`src/rtl/fsic_clock_phase_det.sv`:
```
// Checks the fsic_clock divided clock against an expected DIV ratio and 50% duty,
// reporting lock, phase within the period, edge strobes and a saturating error count.
module fsic_clock_phase_det #(
  parameter int DIV      = 4,
  parameter int LOCK_CNT = 4
) (
  input  logic       ioclk,
  input  logic       resetb,
  input  logic       en,
  input  logic       clk_div_in,
  input  logic       err_clr,
  output logic       locked,
  output logic [3:0] phase,
  output logic       rise_stb,
  output logic       err_stb,
  output logic [7:0] err_cnt
);

  localparam logic [3:0] PER_LAST  = 4'(DIV - 1);
  localparam logic [3:0] HALF_LAST = 4'(DIV / 2 - 1);
  localparam logic [3:0] GOOD_LAST = 4'(LOCK_CNT - 1);

  typedef enum logic [1:0] {
    IDLE   = 2'd0,
    SEEK   = 2'd1,
    TRAIN  = 2'd2,
    LOCKED = 2'd3
  } state_t;

  function automatic logic [3:0] sat_inc4(input logic [3:0] v);
    if (v == 4'd15) begin
      return 4'd15;
    end else begin
      return v + 4'd1;
    end
  endfunction

  function automatic logic [7:0] sat_inc8(input logic [7:0] v);
    if (v == 8'd255) begin
      return 8'd255;
    end else begin
      return v + 8'd1;
    end
  endfunction

  state_t     state_q, state_d;
  logic       d1_q, d1_d;
  logic [3:0] pcnt_q, pcnt_d;
  logic [3:0] good_cnt_q, good_cnt_d;
  logic       locked_q, locked_d;
  logic [3:0] phase_q, phase_d;
  logic       rise_stb_q, rise_stb_d;
  logic       err_stb_q, err_stb_d;
  logic [7:0] err_cnt_q, err_cnt_d;

  logic rise_s, fall_s, checking_s, err_s, good_s;

  // Edge detection, violation classification and next-state computation.
  always_comb begin
    rise_s     = clk_div_in & ~d1_q;
    fall_s     = ~clk_div_in & d1_q;
    checking_s = (state_q == TRAIN) || (state_q == LOCKED);
    good_s     = rise_s && (pcnt_q == PER_LAST);
    // Early rise, missing rise at the period boundary, or a fall off the half period.
    err_s      = en && checking_s &&
                 ((rise_s && (pcnt_q < PER_LAST)) ||
                  (!rise_s && (pcnt_q == PER_LAST)) ||
                  (fall_s && (pcnt_q != HALF_LAST)));

    d1_d       = clk_div_in;
    state_d    = state_q;
    good_cnt_d = good_cnt_q;

    if (!en) begin
      state_d    = IDLE;
      good_cnt_d = 4'd0;
    end else begin
      case (state_q)
        IDLE: begin
          state_d    = SEEK;
          good_cnt_d = 4'd0;
        end
        SEEK: begin
          if (rise_s) begin
            state_d    = TRAIN;
            good_cnt_d = 4'd0;
          end else begin
            state_d = SEEK;
          end
        end
        TRAIN: begin
          if (err_s) begin
            state_d    = SEEK;
            good_cnt_d = 4'd0;
          end else if (good_s) begin
            if (good_cnt_q == GOOD_LAST) begin
              state_d = LOCKED;
            end else begin
              good_cnt_d = good_cnt_q + 4'd1;
            end
          end else begin
            state_d = TRAIN;
          end
        end
        LOCKED: begin
          if (err_s) begin
            state_d    = SEEK;
            good_cnt_d = 4'd0;
          end else begin
            state_d = LOCKED;
          end
        end
        default: begin
          state_d    = IDLE;
          good_cnt_d = 4'd0;
        end
      endcase
    end

    if (!en || (state_q == IDLE)) begin
      pcnt_d = 4'd0;
    end else if (rise_s) begin
      pcnt_d = 4'd0;
    end else begin
      pcnt_d = sat_inc4(pcnt_q);
    end

    // Outputs are registered from next-state values so they align with the state.
    locked_d   = (state_d == LOCKED);
    if (locked_d) begin
      phase_d = pcnt_d;
    end else begin
      phase_d = 4'd0;
    end
    rise_stb_d = rise_s && en && (state_q != IDLE);
    err_stb_d  = err_s;

    if (err_clr) begin
      err_cnt_d = err_s ? 8'd1 : 8'd0;
    end else if (err_s) begin
      err_cnt_d = sat_inc8(err_cnt_q);
    end else begin
      err_cnt_d = err_cnt_q;
    end
  end

  // State and output registers with synchronous active-low reset.
  always_ff @(posedge ioclk) begin
    if (!resetb) begin
      state_q    <= IDLE;
      d1_q       <= 1'b0;
      pcnt_q     <= 4'd0;
      good_cnt_q <= 4'd0;
      locked_q   <= 1'b0;
      phase_q    <= 4'd0;
      rise_stb_q <= 1'b0;
      err_stb_q  <= 1'b0;
      err_cnt_q  <= 8'd0;
    end else begin
      state_q    <= state_d;
      d1_q       <= d1_d;
      pcnt_q     <= pcnt_d;
      good_cnt_q <= good_cnt_d;
      locked_q   <= locked_d;
      phase_q    <= phase_d;
      rise_stb_q <= rise_stb_d;
      err_stb_q  <= err_stb_d;
      err_cnt_q  <= err_cnt_d;
    end
  end

  assign locked   = locked_q;
  assign phase    = phase_q;
  assign rise_stb = rise_stb_q;
  assign err_stb  = err_stb_q;
  assign err_cnt  = err_cnt_q;

endmodule

```
`config.mk`:
```
export PLATFORM = sky130hd
export DESIGN_NAME = fsic_clock_phase_det
export DESIGN_NICKNAME = d
export VERILOG_FILES = /design/src/rtl/fsic_clock_phase_det.sv
export SDC_FILE = /design/constraint.sdc
export NUM_CORES = 1
export LEC_CHECK = 0
export ABC_AREA = 1
export BUFFER_PORTS_ARGS = -buffer_cell sky130_fd_sc_hd__buf_2
export CAP_MARGIN = 20
export CELL_PAD_IN_SITES_DETAIL_PLACEMENT = 1
export CELL_PAD_IN_SITES_GLOBAL_PLACEMENT = 1
export CORE_UTILIZATION = 40
export DETAILED_ROUTE_END_ITERATION = 6
export PLACE_DENSITY_LB_ADDON = 0.1
export SKIP_CTS_REPAIR_TIMING = 1
export SYNTH_ARGS = -nofsm -noshare
export SYNTH_HDL_FRONTEND = slang
export SYNTH_SLANG_ARGS = --single-unit
```
`constraint.sdc`:
```
create_clock -name ioclk -period 1.75 [get_ports ioclk]
set_input_delay 0.175 -clock ioclk [delete_from_list [all_inputs] [get_ports ioclk]]
set_output_delay 0.175 -clock ioclk [all_outputs]
set_load 0.02 [all_outputs]
```
==> metrics.txt <==
# TYPE chip_impl_metric gauge
chip_impl_metric{name="netlist_instances",unit=""} 187
chip_impl_metric{name="netlist-cell-type-count",unit=""} 24
chip_impl_info{name="synth-main-ff-cell",value="dfxtp_1"} 1
chip_impl_metric{name="drt_drc_violations_left",unit=""} 0
chip_impl_metric{name="clk_latency",unit="ns"} 0.33
chip_impl_metric{name="skew",unit="ns"} 0.00293
chip_impl_metric{name="synth.ff_latch_count",unit=""} 26
chip_impl_info{name="hp-start",value="clk_div_in"} 1
chip_impl_info{name="critical_path.reg2reg.startpoint",value="good_cnt_q[0]"} 1
chip_impl_metric{name="timing.max_cap.violations",unit=""} 0
chip_impl_metric{name="synth_top_area_share",unit="%"} 39.0
chip_impl_metric{name="drtPass1Iterations",unit=""} 2
chip_impl_metric{name="filler_cell_count",unit=""} 436
chip_impl_metric{name="core-area",unit="mm^2"} 0.00310
chip_impl_metric{name="synth_async_sr_flop_share",unit="%"} 0
chip_impl_metric{name="drt.antenna.violating_nets",unit=""} 0
chip_impl_info{name="synthTopCellsByArea",value="dfxtp_1 39%, nand2_1 11%, inv_1 6.2%"} 1
chip_impl_metric{name="gp_congestion",unit=""} 0.793
chip_impl_metric{name="clkSlewWorstSetupHoldPaths",unit="ns"} 0.15
chip_impl_metric{name="cp_max_fo",unit=""} 5
chip_impl_metric{name="layout.nets",unit=""} 219
chip_impl_metric{name="synthesis.nets",unit=""} 196
chip_impl_metric{name="timing.final.max_slew_violations",unit=""} 0
chip_impl_metric{name="timing.max_slew.rel_slack",unit="%"} 64.8
chip_impl_metric{name="cts_num_sinks",unit=""} 26
chip_impl_info{name="run_status",value="finished, final reports clean"} 1
chip_impl_metric{name="dr_total_vias",unit=""} 1250
chip_impl_info{name="worst_setup_path_start_kind",value="flop"} 1
chip_impl_metric{name="number_of_synthesized_flops_with_an_enable_pin",unit=""} 0
chip_impl_metric{name="hold_violations",unit=""} 0
chip_impl_metric{name="cts_buffers",unit=""} 3
chip_impl_metric{name="grt_pass1_vias",unit=""} 1254
chip_impl_metric{name="mappedNetlistArea",unit="mm^2"} 0.00133
chip_impl_info{name="unrepaired_setup_endpoints_after_global_routing",value="no"} 1
chip_impl_metric{name="clockBufferDepth",unit=""} 2
chip_impl_metric{name="insertedDiodeCount",unit=""} 0
chip_impl_info{name="cp-end-kind",value="flop"} 1
chip_impl_info{name="yosysMostFrequentCell",value="nand2_1"} 1
chip_impl_metric{name="cellPowerDensity",unit="mW/mm^2"} 717
chip_impl_metric{name="horizontal_die_dimension",unit="um"} 59.7
chip_impl_metric{name="global_route.usage.total",unit="%"} 21.0
chip_impl_metric{name="worstPathArrival",unit="ns"} 1.90
chip_impl_metric{name="postSynthAreaPerCell",unit="um^2"} 7.13
chip_impl_info{name="worst_hold_path_type",value="input port to flop"} 1
chip_impl_metric{name="drive_gt1_share",unit="%"} 23.9
chip_impl_metric{name="period_share",unit="%"} 92.0
chip_impl_metric{name="wl_per_cell",unit="um"} 12.9
chip_impl_metric{name="drt_wl_total",unit="um"} 3270
chip_impl_metric{name="cts_max_level",unit=""} 1
chip_impl_metric{name="synth_sequential_area_ratio",unit="%"} 39.0
chip_impl_metric{name="synth_to_layout_area_growth",unit="%"} 16.2
chip_impl_info{name="post_synth_most_frequent_cells",value="38 x nand2_1, 26 x dfxtp_1, 22 x inv_1, 20 x nor2_1, 16 x nand3_1"} 1
chip_impl_info{name="path_class",value="flop to flop"} 1
chip_impl_metric{name="totalNegativeSetupSlack",unit="ns"} 0
chip_impl_metric{name="die-area",unit="mm^2"} 0.00357
chip_impl_metric{name="avgViaCountPerCell",unit=""} 4.94
chip_impl_metric{name="power.static_leakage",unit="nW"} 0.721
chip_impl_metric{name="setup-violations-final",unit=""} 0
chip_impl_metric{name="die_h",unit="um"} 59.7
chip_impl_metric{name="achievable-frequency",unit="MHz"} 621
chip_impl_metric{name="grt_first_pass_wirelength",unit="um"} 5600
chip_impl_metric{name="num_io_pins",unit=""} 20
chip_impl_metric{name="drt_iter0_markers",unit=""} 41
chip_impl_metric{name="core.rowCount",unit=""} 20
chip_impl_metric{name="io_buffer_count",unit=""} 19
chip_impl_metric{name="pin_count_of_the_biggest_net_entering_global_routing",unit=""} 16
chip_impl_info{name="clock_tree_from_tritoncts",value="yes"} 1
chip_impl_metric{name="hold_slack",unit="ns"} 0.0760
chip_impl_metric{name="antenna_found_initial",unit=""} 0
chip_impl_metric{name="global_route.overflow_total",unit=""} 0
chip_impl_info{name="crit_start",value="good_cnt_q[0]"} 1
chip_impl_metric{name="ys_warn_count",unit=""} 0
chip_impl_metric{name="initial_utilization",unit="%"} 43.0
chip_impl_metric{name="post-route-min-period",unit="ns"} 1.61
chip_impl_metric{name="power.ir.vdd_worst",unit="mV"} 0.289
chip_impl_metric{name="detailed_place_hpwl",unit="um"} 2580
chip_impl_metric{name="required",unit="ns"} 2.04
chip_impl_info{name="clock-root-buffer",value="clkbuf_4"} 1
chip_impl_metric{name="worst_pin_slew",unit="ns"} 0.528
chip_impl_info{name="synth_top_area_cell",value="dfxtp_1"} 1
[per-stage QoR]
step           cell area (um^2)  total power (W)  setup slack (ns)  util [%]  cells
2_1_floorplan              1330         0.000670             0.304         -    187
3_3_place_gp               1480         0.000692             0.197      47.7    249
3_5_place_dp               1480         0.000696             0.108      47.7    249
4_1_cts                    1530          0.00112            0.0871      49.4    253
5_1_grt                    1550          0.00116           0.00983      50.0    253
6_report                   1550          0.00111             0.141      50.0    253
[final cells by class]
cell class                 count  area [um^2]  area share, %
tap                           44         55.1           3.55
inverter                      26         97.6           6.30
sequential                    26          523           33.7
multi-input combinational    134          727           46.9
timing repair buffer          19         95.1           6.13
clock inverter                 1         30.0           1.94
clock buffer                   3         22.5           1.45
[flip-flops by register name, summed over array words and instances, names as in the netlist]
register    flops
phase           4
locked          1
pcnt_q          4
err_stb         1
d1_q            1
good_cnt_q      4
rise_stb        1
state_q         2
err_cnt         8
[layer usage]
metal | GRT usage [%] | wire length, um
met5 | 0 | 0
met4 | 6.98 | 35
met3 | 2.60 | 55
met2 | 37.1 | 1590
met1 | 26.2 | 1580
[cell usage in the layout, fill, tap and decap left out]
cell	n
and2_1	1
nor2_4	5
nand3b_1	1
nand3_2	1
o21bai_1	1
nand2_1	38
clkbuf_4	3
nand2_2	5
dfxtp_1	24
xor2_1	4
nand2_4	2
a31oi_1	2
bufinv_16	1
dfxtp_2	2
o211ai_1	1
or2_2	1
buf_2	19
nand3_1	15
nor2_1	20
nor3_1	4
ha_2	2
a21oi_1	8
o21ai_0	14
inv_2	4
xnor2_1	1
inv_1	22
ha_1	2
nor2_2	5
nand4_1	1
[power by group]
| group | internal [W] | switching, W |
|---|---|---|
| clock network | 0.000232 | 0.000196 |
| registers | 0.000599 | 0.00000599 |
| logic | 0.0000239 | 0.0000545 |
| total | 0.000855 | 0.000256 |
[final timing paths]
check                       end  slack (ns)  cells past startpoint
setup / recovery       phase[3]        0.14                      9
hold / removal             d1_q        0.08                      3
setup reg to reg       phase[3]        0.14                      9
hold reg to reg   good_cnt_q[3]        0.53                      2
[critical path, cell delays in order (launching register included)]
cell,delay [ns]
dfxtp_1,0.42
ha_1,0.21
nand2_1,0.08
o21ai_0,0.25
nor2_1,0.08
nand2_1,0.13
nand3_1,0.14
inv_2,0.10
nand2_4,0.08
nor2_2,0.08
[cells by family (layout without fill, tap and decap cells)]
| family | count (synthesis) | count (layout) | share of synthesized area, % |
|---|---|---|---|
| XOR/XNOR | 5 | 5 | 3.28 |
| flip-flops | 26 | 26 | 39.0 |
| AND/OR/NAND/NOR | 99 | 99 | 36.0 |
| buffers and inverters | 27 | 49 | 7.60 |
| AO/OA/AOI/OAI | 26 | 26 | 10.3 |
| adder cells (fa/ha/maj) | 4 | 4 | 3.75 |
No activity file was read; power rests on OpenSTA's default activity.
